$ cat src/rtl/wakeup_matrix_pkg.sv
// Shared sizing constants and index/latency types for the wakeup dependency matrix.
package wakeup_matrix_pkg;

    localparam int SCHED_ROWS   = 8;
    localparam int SCHED_TAGS   = 8;
    localparam int SCHED_WPORTS = 2;
    localparam int SCHED_CPORTS = 2;
    localparam int WAKE_LAT_W   = 2;

    typedef logic [$clog2(SCHED_ROWS)-1:0] sched_row_idx_t;
    typedef logic [$clog2(SCHED_TAGS)-1:0] sched_col_idx_t;
    typedef logic [WAKE_LAT_W-1:0]         wake_lat_t;

endpackage

$ cat src/rtl/wakeup_delay_timer.sv
// Per-column delayed-wakeup timer: merges same-cycle requests to the earliest
// latency and counts down to a one-cycle column clear.
module wakeup_delay_timer
    import wakeup_matrix_pkg::*;
#(
    parameter int C_PORTS = SCHED_CPORTS,
    parameter int LAT_W   = WAKE_LAT_W
) (
    input  logic                            clk,
    input  logic                            rst,
    input  logic                            i_flush,
    input  logic [C_PORTS-1:0]              i_req_vld,
    input  logic [C_PORTS-1:0][LAT_W-1:0]   i_req_lat,
    output logic                            o_fire,
    output logic                            o_pend
);

    logic             r_pend;
    logic [LAT_W-1:0] r_cnt;
    logic             w_imm;
    logic             w_load;
    logic             w_timer_fire;
    logic [LAT_W-1:0] w_req_min;
    logic [LAT_W-1:0] w_next_cnt;

    always_comb begin
        w_imm     = 1'b0;
        w_load    = 1'b0;
        w_req_min = '1;
        for (int p = 0; p < C_PORTS; p++) begin
            if (i_req_vld[p]) begin
                if (i_req_lat[p] == '0) begin
                    w_imm = 1'b1;
                end else begin
                    w_load = 1'b1;
                    if ((i_req_lat[p] - LAT_W'(1)) < w_req_min)
                        w_req_min = i_req_lat[p] - LAT_W'(1);
                end
            end
        end
        w_timer_fire = r_pend && (r_cnt == '0);
        // A running countdown that is not expiring this cycle competes with
        // the new request using its post-decrement value, so neither is delayed.
        w_next_cnt = w_req_min;
        if (r_pend && !w_timer_fire && ((r_cnt - LAT_W'(1)) < w_req_min))
            w_next_cnt = r_cnt - LAT_W'(1);
    end

    always_ff @(posedge clk or negedge rst) begin
        if (!rst) begin
            r_pend <= 1'b0;
            r_cnt  <= '0;
        end else if (i_flush) begin
            r_pend <= 1'b0;
            r_cnt  <= '0;
        end else if (w_load && !w_imm) begin
            r_pend <= 1'b1;
            r_cnt  <= w_next_cnt;
        end else if (w_timer_fire) begin
            r_pend <= 1'b0;
        end else if (r_pend) begin
            r_cnt <= r_cnt - LAT_W'(1);
        end
    end

    assign o_fire = w_imm | w_timer_fire;
    assign o_pend = r_pend;

endmodule

$ cat src/rtl/wakeup_matrix.sv
// Dependency-matrix scheduler: dispatch writes set per-row producer bits,
// immediate or delayed wakeups clear columns, ready = valid row with no deps.
module wakeup_matrix
    import wakeup_matrix_pkg::*;
#(
    parameter int NUM_ROWS = SCHED_ROWS,
    parameter int NUM_COLS = SCHED_TAGS,
    parameter int W_PORTS  = SCHED_WPORTS,
    parameter int C_PORTS  = SCHED_CPORTS,
    parameter int LAT_W    = WAKE_LAT_W,
    localparam int RW      = $clog2(NUM_ROWS),
    localparam int CW      = $clog2(NUM_COLS)
) (
    input  logic                                clk,
    input  logic                                rst,
    input  logic [W_PORTS-1:0]                  w_en,
    input  logic [W_PORTS-1:0][RW-1:0]          w_row_index,
    input  logic [W_PORTS-1:0][NUM_COLS-1:0]    set_lines,
    input  logic [C_PORTS-1:0]                  clear_en,
    input  logic [C_PORTS-1:0][CW-1:0]          clear_col,
    input  logic [C_PORTS-1:0][LAT_W-1:0]       clear_lat,
    input  logic                                free_en,
    input  logic [RW-1:0]                       free_row_index,
    input  logic                                flush,
    output logic [NUM_ROWS-1:0]                 valid_vector,
    output logic [NUM_ROWS-1:0]                 ready_vector,
    output logic [NUM_COLS-1:0]                 pending_vector,
    output logic                                err_conflict
);

    logic [NUM_ROWS-1:0][NUM_COLS-1:0] r_matrix;
    logic [NUM_ROWS-1:0]               r_valid;
    logic                              r_err;

    logic [NUM_COLS-1:0]               w_fire;
    logic [NUM_COLS-1:0]               w_pend;
    logic [NUM_ROWS-1:0]               w_wr_hit;
    logic [NUM_ROWS-1:0][NUM_COLS-1:0] w_wr_data;
    logic                              w_conflict;

    for (genvar c = 0; c < NUM_COLS; c++) begin : g_col
        logic [C_PORTS-1:0] w_req;

        always_comb begin
            w_req = '0;
            for (int p = 0; p < C_PORTS; p++)
                w_req[p] = clear_en[p] && (clear_col[p] == CW'(c));
        end

        wakeup_delay_timer #(
            .C_PORTS (C_PORTS),
            .LAT_W   (LAT_W)
        ) u_timer (
            .clk       (clk),
            .rst       (rst),
            .i_flush   (flush),
            .i_req_vld (w_req),
            .i_req_lat (clear_lat),
            .o_fire    (w_fire[c]),
            .o_pend    (w_pend[c])
        );
    end

    // Highest port visited first so the lowest-numbered port's data survives.
    always_comb begin
        w_wr_hit   = '0;
        w_wr_data  = '0;
        w_conflict = 1'b0;
        for (int p = W_PORTS - 1; p >= 0; p--) begin
            if (w_en[p]) begin
                w_wr_hit[w_row_index[p]]  = 1'b1;
                w_wr_data[w_row_index[p]] = set_lines[p];
            end
        end
        for (int p = 0; p < W_PORTS; p++)
            for (int q = p + 1; q < W_PORTS; q++)
                if (w_en[p] && w_en[q] && (w_row_index[p] == w_row_index[q]))
                    w_conflict = 1'b1;
    end

    always_ff @(posedge clk or negedge rst) begin
        if (!rst) begin
            r_matrix <= '0;
            r_valid  <= '0;
            r_err    <= 1'b0;
        end else if (flush) begin
            r_matrix <= '0;
            r_valid  <= '0;
            r_err    <= 1'b0;
        end else begin
            r_err <= w_conflict;
            for (int r = 0; r < NUM_ROWS; r++) begin
                if (w_wr_hit[r]) begin
                    r_valid[r]  <= 1'b1;
                    r_matrix[r] <= w_wr_data[r] & ~w_fire;
                end else if (free_en && (free_row_index == RW'(r))) begin
                    r_valid[r]  <= 1'b0;
                    r_matrix[r] <= '0;
                end else begin
                    r_matrix[r] <= r_matrix[r] & ~w_fire;
                end
            end
        end
    end

    always_comb begin
        ready_vector = '0;
        for (int r = 0; r < NUM_ROWS; r++)
            ready_vector[r] = r_valid[r] & ~(|r_matrix[r]);
    end

    assign valid_vector   = r_valid;
    assign pending_vector = w_pend;
    assign err_conflict   = r_err;

endmodule

$ cat config.mk
export PLATFORM = sky130hd
export DESIGN_NAME = wakeup_matrix
export DESIGN_NICKNAME = d
export VERILOG_FILES = /design/src/rtl/wakeup_matrix_pkg.sv /design/src/rtl/wakeup_delay_timer.sv /design/src/rtl/wakeup_matrix.sv
export SDC_FILE = /design/constraint.sdc
export NUM_CORES = 1
export LEC_CHECK = 0
export ABC_AREA = 1
export CAP_MARGIN = 20
export CORE_ASPECT_RATIO = 0.5
export CORE_UTILIZATION = 53
export CTS_CLUSTER_SIZE = 24
export DETAILED_ROUTE_END_ITERATION = 8
export HOLD_SLACK_MARGIN = 0.02
export PLACE_DENSITY = 0.74
export SYNTH_ARGS = -nofsm -noshare
export SYNTH_HDL_FRONTEND = slang
export SYNTH_HIERARCHICAL = 1
export SYNTH_SLANG_ARGS = --single-unit
$ cat constraint.sdc
create_clock -name clk -period 1.6 [get_ports clk]
set_input_delay 0.4 -clock clk [delete_from_list [all_inputs] [get_ports clk]]
set_output_delay 0.4 -clock clk [all_outputs]
set_load 0.01 [all_outputs]
==> results of run 1 <==
## registers in the layout, summed over array words and instances, names as in the netlist
signal,flops
err_conflict,1
g_col.u_timer/o_pend,8
valid_vector,8
g_col.u_timer/r_cnt,16
r_matrix,64
## placed cells by master (no fill, tap or decap), types with 5 or more instances in the layout
cell type	netlist	layout
a21oi_1	73	61
nor2_2	8	20
nand2_2	36	54
nand3_1	142	129
ha_4	0	20
o21ai_0	13	12
inv_6	0	7
nand3_2	0	13
buf_12	0	12
nor4_2	0	8
buf_6	1	12
dfrtp_1	97	97
nor2_4	23	45
inv_1	162	107
nand2_4	2	20
inv_2	29	68
dlymetal6s2s_1	0	5
nor2_1	141	107
a21oi_2	9	16
clkbuf_16	0	9
buf_4	3	186
clkdlybuf4s50_1	0	18
nand2_1	346	307
buf_2	7	19
o21ai_1	18	17
o21ai_2	8	10
ha_1	56	34
dlygate4sd2_1	0	22
a21oi_4	0	5
## kinds of logic after synthesis
family / synth area share, %
simple gates: 41.2
fa+ha+maj: 8.89
xor+xnor: 0.111
flops: 30.8
buf+inv: 10.3
compound gates: 8.66
## metal layers
layer  track usage, %  routed length, µm  vias to the layer above
met5                0                  0                        -
met4             12.9               1130                        0
li1                 -                  -                     4341
met3             6.74               2530                      110
met2             62.5              13900                      473
met1             45.1              12000                     4378
## critical path, cell delays in order
cell and delay [ps]:
buf_8 80, buf_16 190, inv_4 60, ha_4 270, nand2_4 60, ha_4 270, inv_2 40, nor2_2 90
nand2_2 60, nand2_2 70, nand3_2 80, nand2_2 70, nand2_2 70, nand2_2 70, nand2_1 80, nand3_1 100
nand2_1 70
## path summary, 6_finish.rpt
kind,from,to,slack [ps],depth (start not counted)
min in group clk,w_en[1],err_conflict,400,3
min,rst,valid_vector[0],90,2
max in group asynchronous,rst,g_col[5].u_timer/r_cnt[1],1080,2
max,clear_lat[0],g_col[2].u_timer/r_cnt[0],-290,17
max reg2reg,g_col[6].u_timer/r_cnt[0],g_col[6].u_timer/r_cnt[0],-80,10
min reg2reg,g_col[2].u_timer/r_cnt[1],g_col[2].u_timer/r_cnt[1],490,2
## timing repair
item	4_1_cts	5_1_grt
gates resized for setup	176	71
cloned	1	0
buffers inserted	23	10
hold buffers	0	0
pin swaps	96	33
endpoints found under the setup margin	111	90
## final cells by class
cell class / instances / area [µm²]
Multi-Input combinational cell: 901 / 5540
Fill cell: 959 / 2740
Sequential cell: 97 / 2430
Timing Repair Buffer: 279 / 2410
Inverter: 191 / 841
Tap cell: 198 / 248
Clock buffer: 9 / 225
Clock inverter: 7 / 76.3
## metrics by stage
stage                     util (%)  setup WS, ps  total power [mW]  area [µm²]  setup TNS [ps]
after floorplan                  -          -139              3.75        8440           -2050
after global placement        74.0          -934              4.63       10700          -50900
after detailed placement      74.0          -987              4.70       10700          -55350
after CTS                     78.9          -204              7.04       11400           -2620
after global routing          81.1          -360              7.54       11800           -5860
final                         81.1          -289              7.23       11800           -4040
## where the power goes
group | switching [mW] | internal (mW)
Sequential | 0.0753 | 2.56
Clock | 1.04 | 1.23
Combinational | 1.34 | 0.984
==> results by group, run 1 <==
Yosys
  • Ys Warns: 6
  • FF+latch count, synth: 97
  • Synth Net Count: 1307
  • Sequential-to-total area share from yosys stat: 30.8%
  • Main synth FF type: dfrtp_1
  • Share of the synthesized area in the top cell type: 30.8%
  • Synth Area per Inst: 6.53 µm²
  • FFs w/ async S/R, synth: 100%
  • Synthesized cell area: 7890 µm²
  • Cell count after synthesis: 1208
  • Dominant cells by area after synthesis: dfrtp_1 (31%), nand2_1 (16%), nand3_1 (9.0%)
  • Synth cell count leaders: nand2_1 (346), inv_1 (162), nand3_1 (142)
  • Area leader, netlist: dfrtp_1
  • Number of synthesized flops with an enable pin: 0
  • Top-count cell post-synth: nand2_1
  • Post-synthesis cell type count: 31

Pwr
  • Leakage: 6.10 nW
  • Max VDD drop: 0.516 mV
  • PD cells: 614 nW/µm²

Route
  • Initial DRC Count: 832
  • Pre-antenna DRT Iters: 6
  • Via count: 9302
  • DRT antenna net count: 0
  • Final WL: 29.5 mm
  • DRC violations left: 0
  • Via/cell ratio: 5.53
  • WL/cell: 17.6 µm

Global routing
  • Total grt overflow: 0
  • Initial antenna violation count: 0
  • GRT Util Overall: 35.8%
  • First-pass GRT wire length: 43.0 mm
  • Largest net degree at the start of global routing: 98
  • Vias in the first global route: 8786

Timing
  • Worst-margin pin slew: 743 ps
  • WHS: 89.4 ps
  • Hold Vio Cnt, Final: 0
  • Layout Skew: 12.9 ps
  • Final Critical Period: 1890 ps
  • Count of final setup violators: 24
  • Final worst setup slack: -289 ps
  • Slew Viols, Final: 0
  • Final period util: 118%
  • RSZ-0062 raised after global routing: true
  • Peak Freq: 529 MHz
  • Max-slew headroom: 50.5%

Placed design
  • PortBufs: 67
  • Routability cong.: 1.02
  • DP Wirelength: 19.3 mm
  • Placed cell count: 1633

Clock tree
  • CTS tree: done
  • CTS max path bufs: 2
  • Clock latency on the worst-skew pair: 350 ps
  • CTS clock-pin slew for the worst setup and hold paths: 70 ps
  • Num CTS Buffers: 9
  • CTS sink cnt: 97
  • CTS Root Cell: clkbuf_16
  • Htree depth: 3

Setup path
  • Max Fanout on Critical Path: 7
  • CP Capture Type: register
  • CP Class: in -> reg
  • Worst setup SP type: input port
  • Arrival time at the worst endpoint: 2120 ps
  • WP data required: 1830 ps

Outcome
  • Failing checks: negative setup slack
  • Run status: finished, violations left

Worst hold path
  • HP Class: in -> async

Die
  • Core Box Area: 14500 µm²
  • Starting Density: 54.4%
  • Die area: 15400 µm²
  • Die X: 174 µm
  • Die height: 88.3 µm
  • Cell Rows: 31
  • I/O pin cnt: 68

Cells and area
  • Fin cells: 1682
  • Nets: 1578
  • # diodes: 0
  • P&R area growth vs syn: 49.2%
  • Layout cells sized above 1: 37.5%

Run
  • Max cap viols: 0
Power figures use the tool's default switching activity.
==> run 2, diff against run 1 <==
Settings changed: CORE_MARGIN set to 2, CTS_CLUSTER_SIZE 24 to unset.
==> run 2 against run 1 <==
The run still ends with negative setup slack left; global-route usage is 1.7 points higher; sequential power about the same; maximum frequency decreased by 4.4%; clock power about the same; core utilization increased by 2.5 points; highest routed layer unchanged; critical path type unchanged; largest power group unchanged; clock-buffer cell count increased by 1; non-clock buffer count rose by 18.
==> results by group, run 2 (synthesized netlist as in run 1, its figures left out) <==
Clock tree
  • Htree depth: 3
  • CTS clock-pin slew for the worst setup and hold paths: 70 ps
  • Num CTS Buffers: 9
  • CTS Root Cell: clkbuf_16
  • CTS sink cnt: 97
  • CTS max path bufs: 2
  • Clock latency on the worst-skew pair: 350 ps
  • CTS tree: done

Pwr
  • Max VDD drop: 0.497 mV
  • PD cells: 614 nW/µm²
  • Leakage: 6.27 nW

Route
  • DRC violations left: 0
  • Via/cell ratio: 5.80
  • Initial DRC Count: 954
  • Final WL: 33.7 mm
  • WL/cell: 19.8 µm
  • DRT antenna net count: 0
  • Via count: 9861
  • Pre-antenna DRT Iters: 6

Cells and area
  • Layout cells sized above 1: 39.2%
  • Largest regs: r_matrix (64), g_col.u_timer/r_cnt (16)
  • Max reg flops: 64
  • P&R area growth vs syn: 53.8%
  • Commonest non-fill, non-tap cells in the layout: nand2_1 (301), buf_4 (203), nand3_1 (128), inv_1 (112), nor2_1 (100)
  • Leading cell type in the layout, fill and taps excluded: nand2_1
  • Filler Cells Inserted: 878
  • Reg with most FFs: r_matrix
  • Final Cell Area: 12100 µm²
  • # diodes: 0
  • Nets: 1596

Placed design
  • PortBufs: 67
  • DP Wirelength: 19.4 mm
  • Routability cong.: 0.967
  • Placed cell areas: 10800 µm²
  • Post-Place Setup Slack: -973 ps

Global routing
  • M1 GR Usage: 48.0%
  • First-pass GRT wire length: 47.3 mm
  • Largest net degree at the start of global routing: 42
  • Most Used Layer, Global Route: met2
  • Met3 Resource Use GR: 6.36%
  • Met2 Use GR: 63.8%
  • Total grt overflow: 0
  • GRT Util Overall: 37.4%
  • Vias in the first global route: 9440
  • Initial antenna violation count: 0

Die
  • I/O pin cnt: 68
  • Core Box Area: 14500 µm²
  • Die height: 90.3 µm
  • Starting Density: 54.4%
  • Cell Rows: 31
  • Die area: 15900 µm²
  • Die X: 176 µm

Run
  • Max cap viols: 0

Setup path
  • WP data required: 1830 ps
  • CP Capture Type: register
  • Worst setup SP type: input port
  • Max Fanout on Critical Path: 8
  • R2R depth: 10
  • RR Startpoint: g_col[3].u_timer/r_cnt[1]
  • RR Endpoint: g_col[3].u_timer/r_cnt[1]
  • CP Class: in -> reg
  • R2R Setup Slk: -180 ps
  • Arrival time at the worst endpoint: 2200 ps

Worst hold path
  • Min-Delay Startpoint: w_en[1]
  • HP Class: in -> reg
  • Hold Path End: err_conflict
  • WHS Path Cells: 3

Timing
  • Count of final setup violators: 38
  • WHS: 428 ps
  • Final period util: 123%
  • RSZ-0062 raised after global routing: true
  • Final worst setup slack: -376 ps
  • Slew Viols, Final: 0
  • Peak Freq: 506 MHz
  • Max-slew headroom: 76.9%
  • Hold Vio Cnt, Final: 0
  • Final Critical Period: 1980 ps
  • Setup TNS: -5360 ps
  • Layout Skew: 11.6 ps
  • Worst-margin pin slew: 345 ps

Outcome
  • Run status: finished, violations left
  • Failing checks: negative setup slack
run 2: cell count changes in the layout (fill, tap and decap cells not counted), sizes merged, moves of 2 or more:
cell | previous run | this run
clkinv | 1 | 5
inv | 194 | 191
dlymetal6s2s | 5 | 8
buf | 233 | 249
clkinvlp | 2 | 0
clkbuf | 9 | 11
dlygate4sd2 | 22 | 19
run 2: worst max-delay path by stage:
| stage | start | slack [ps] | cells after the start | endpoint |
|---|---|---|---|---|
| after detailed placement | clear_lat[1] | -970 | 17 | g_col[1].u_timer/r_cnt[0] |
| after global routing | clear_lat[1] | -390 | 17 | g_col[3].u_timer/r_cnt[1] |
| after CTS | r_matrix[11] | -210 | 4 | ready_vector[1] |
| after global placement | clear_lat[1] | -940 | 17 | g_col[7].u_timer/r_cnt[0] |
| after floorplan | clear_lat[0] | -140 | 15 | g_col[7].u_timer/r_cnt[0] |
| final | clear_lat[1] | -380 | 17 | g_col[3].u_timer/r_cnt[1] |
run 2: cell type report:
cell class	count	area [µm²]	area share [%]
inverter	191	853	7.03
timing repair buffer	297	2580	21.3
tap	198	248	2.04
sequential	97	2430	20.0
clock inverter	6	66.3	0.547
clock buffer	10	239	1.97
multi-input combinational	901	5720	47.1
run 2: critical path: stages:
cell and delay [ps]:
buf_8 80, buf_12 170, inv_4 50, ha_4 260, nand2_4 50, ha_4 270, inv_2 40, nor2_4 100
nand2_2 90, nand2_2 80, nand3_2 60, nand2_1 100, nand2_2 90, nand2_2 130, nand2_2 70, nand3_2 70
nand2_1 70
run 2: repair_timing:
item / in CTS / in global routing
gates resized for setup: 190 / 90
hold buffers: 1 / 0
pin swaps: 108 / 45
setup endpoints to repair: 111 / 93
buffers inserted: 35 / 16
endpoints found under the hold margin: 14 / 0
gates cloned: 1 / 0
run 2: power by group:
group	switching, mW	internal, mW	leakage [nW]
clock	1.02	1.26	0.153
sequential	0.0750	2.56	1.33
combinational	1.47	1.06	4.78
total	2.57	4.89	6.27
run 2: metal layers:
| layer | vias up | share of wire (%) |
|---|---|---|
| li1 | 4380 | - |
| met1 | 4609 | 39 |
| met2 | 650 | 45 |
| met3 | 222 | 9.3 |
| met4 | 0 | 6.7 |
| met5 | - | 0 |
run 2: through the flow:
stage | power, mW | cells | utilization [%]
floorplan | 3.75 | 1208 | -
CTS | 7.10 | 1685 | 80.5
global placement | 4.64 | 1632 | 74.2
detailed placement | 4.70 | 1632 | 74.2
global route | 7.73 | 1700 | 83.6
finish | 7.45 | 1700 | 83.6
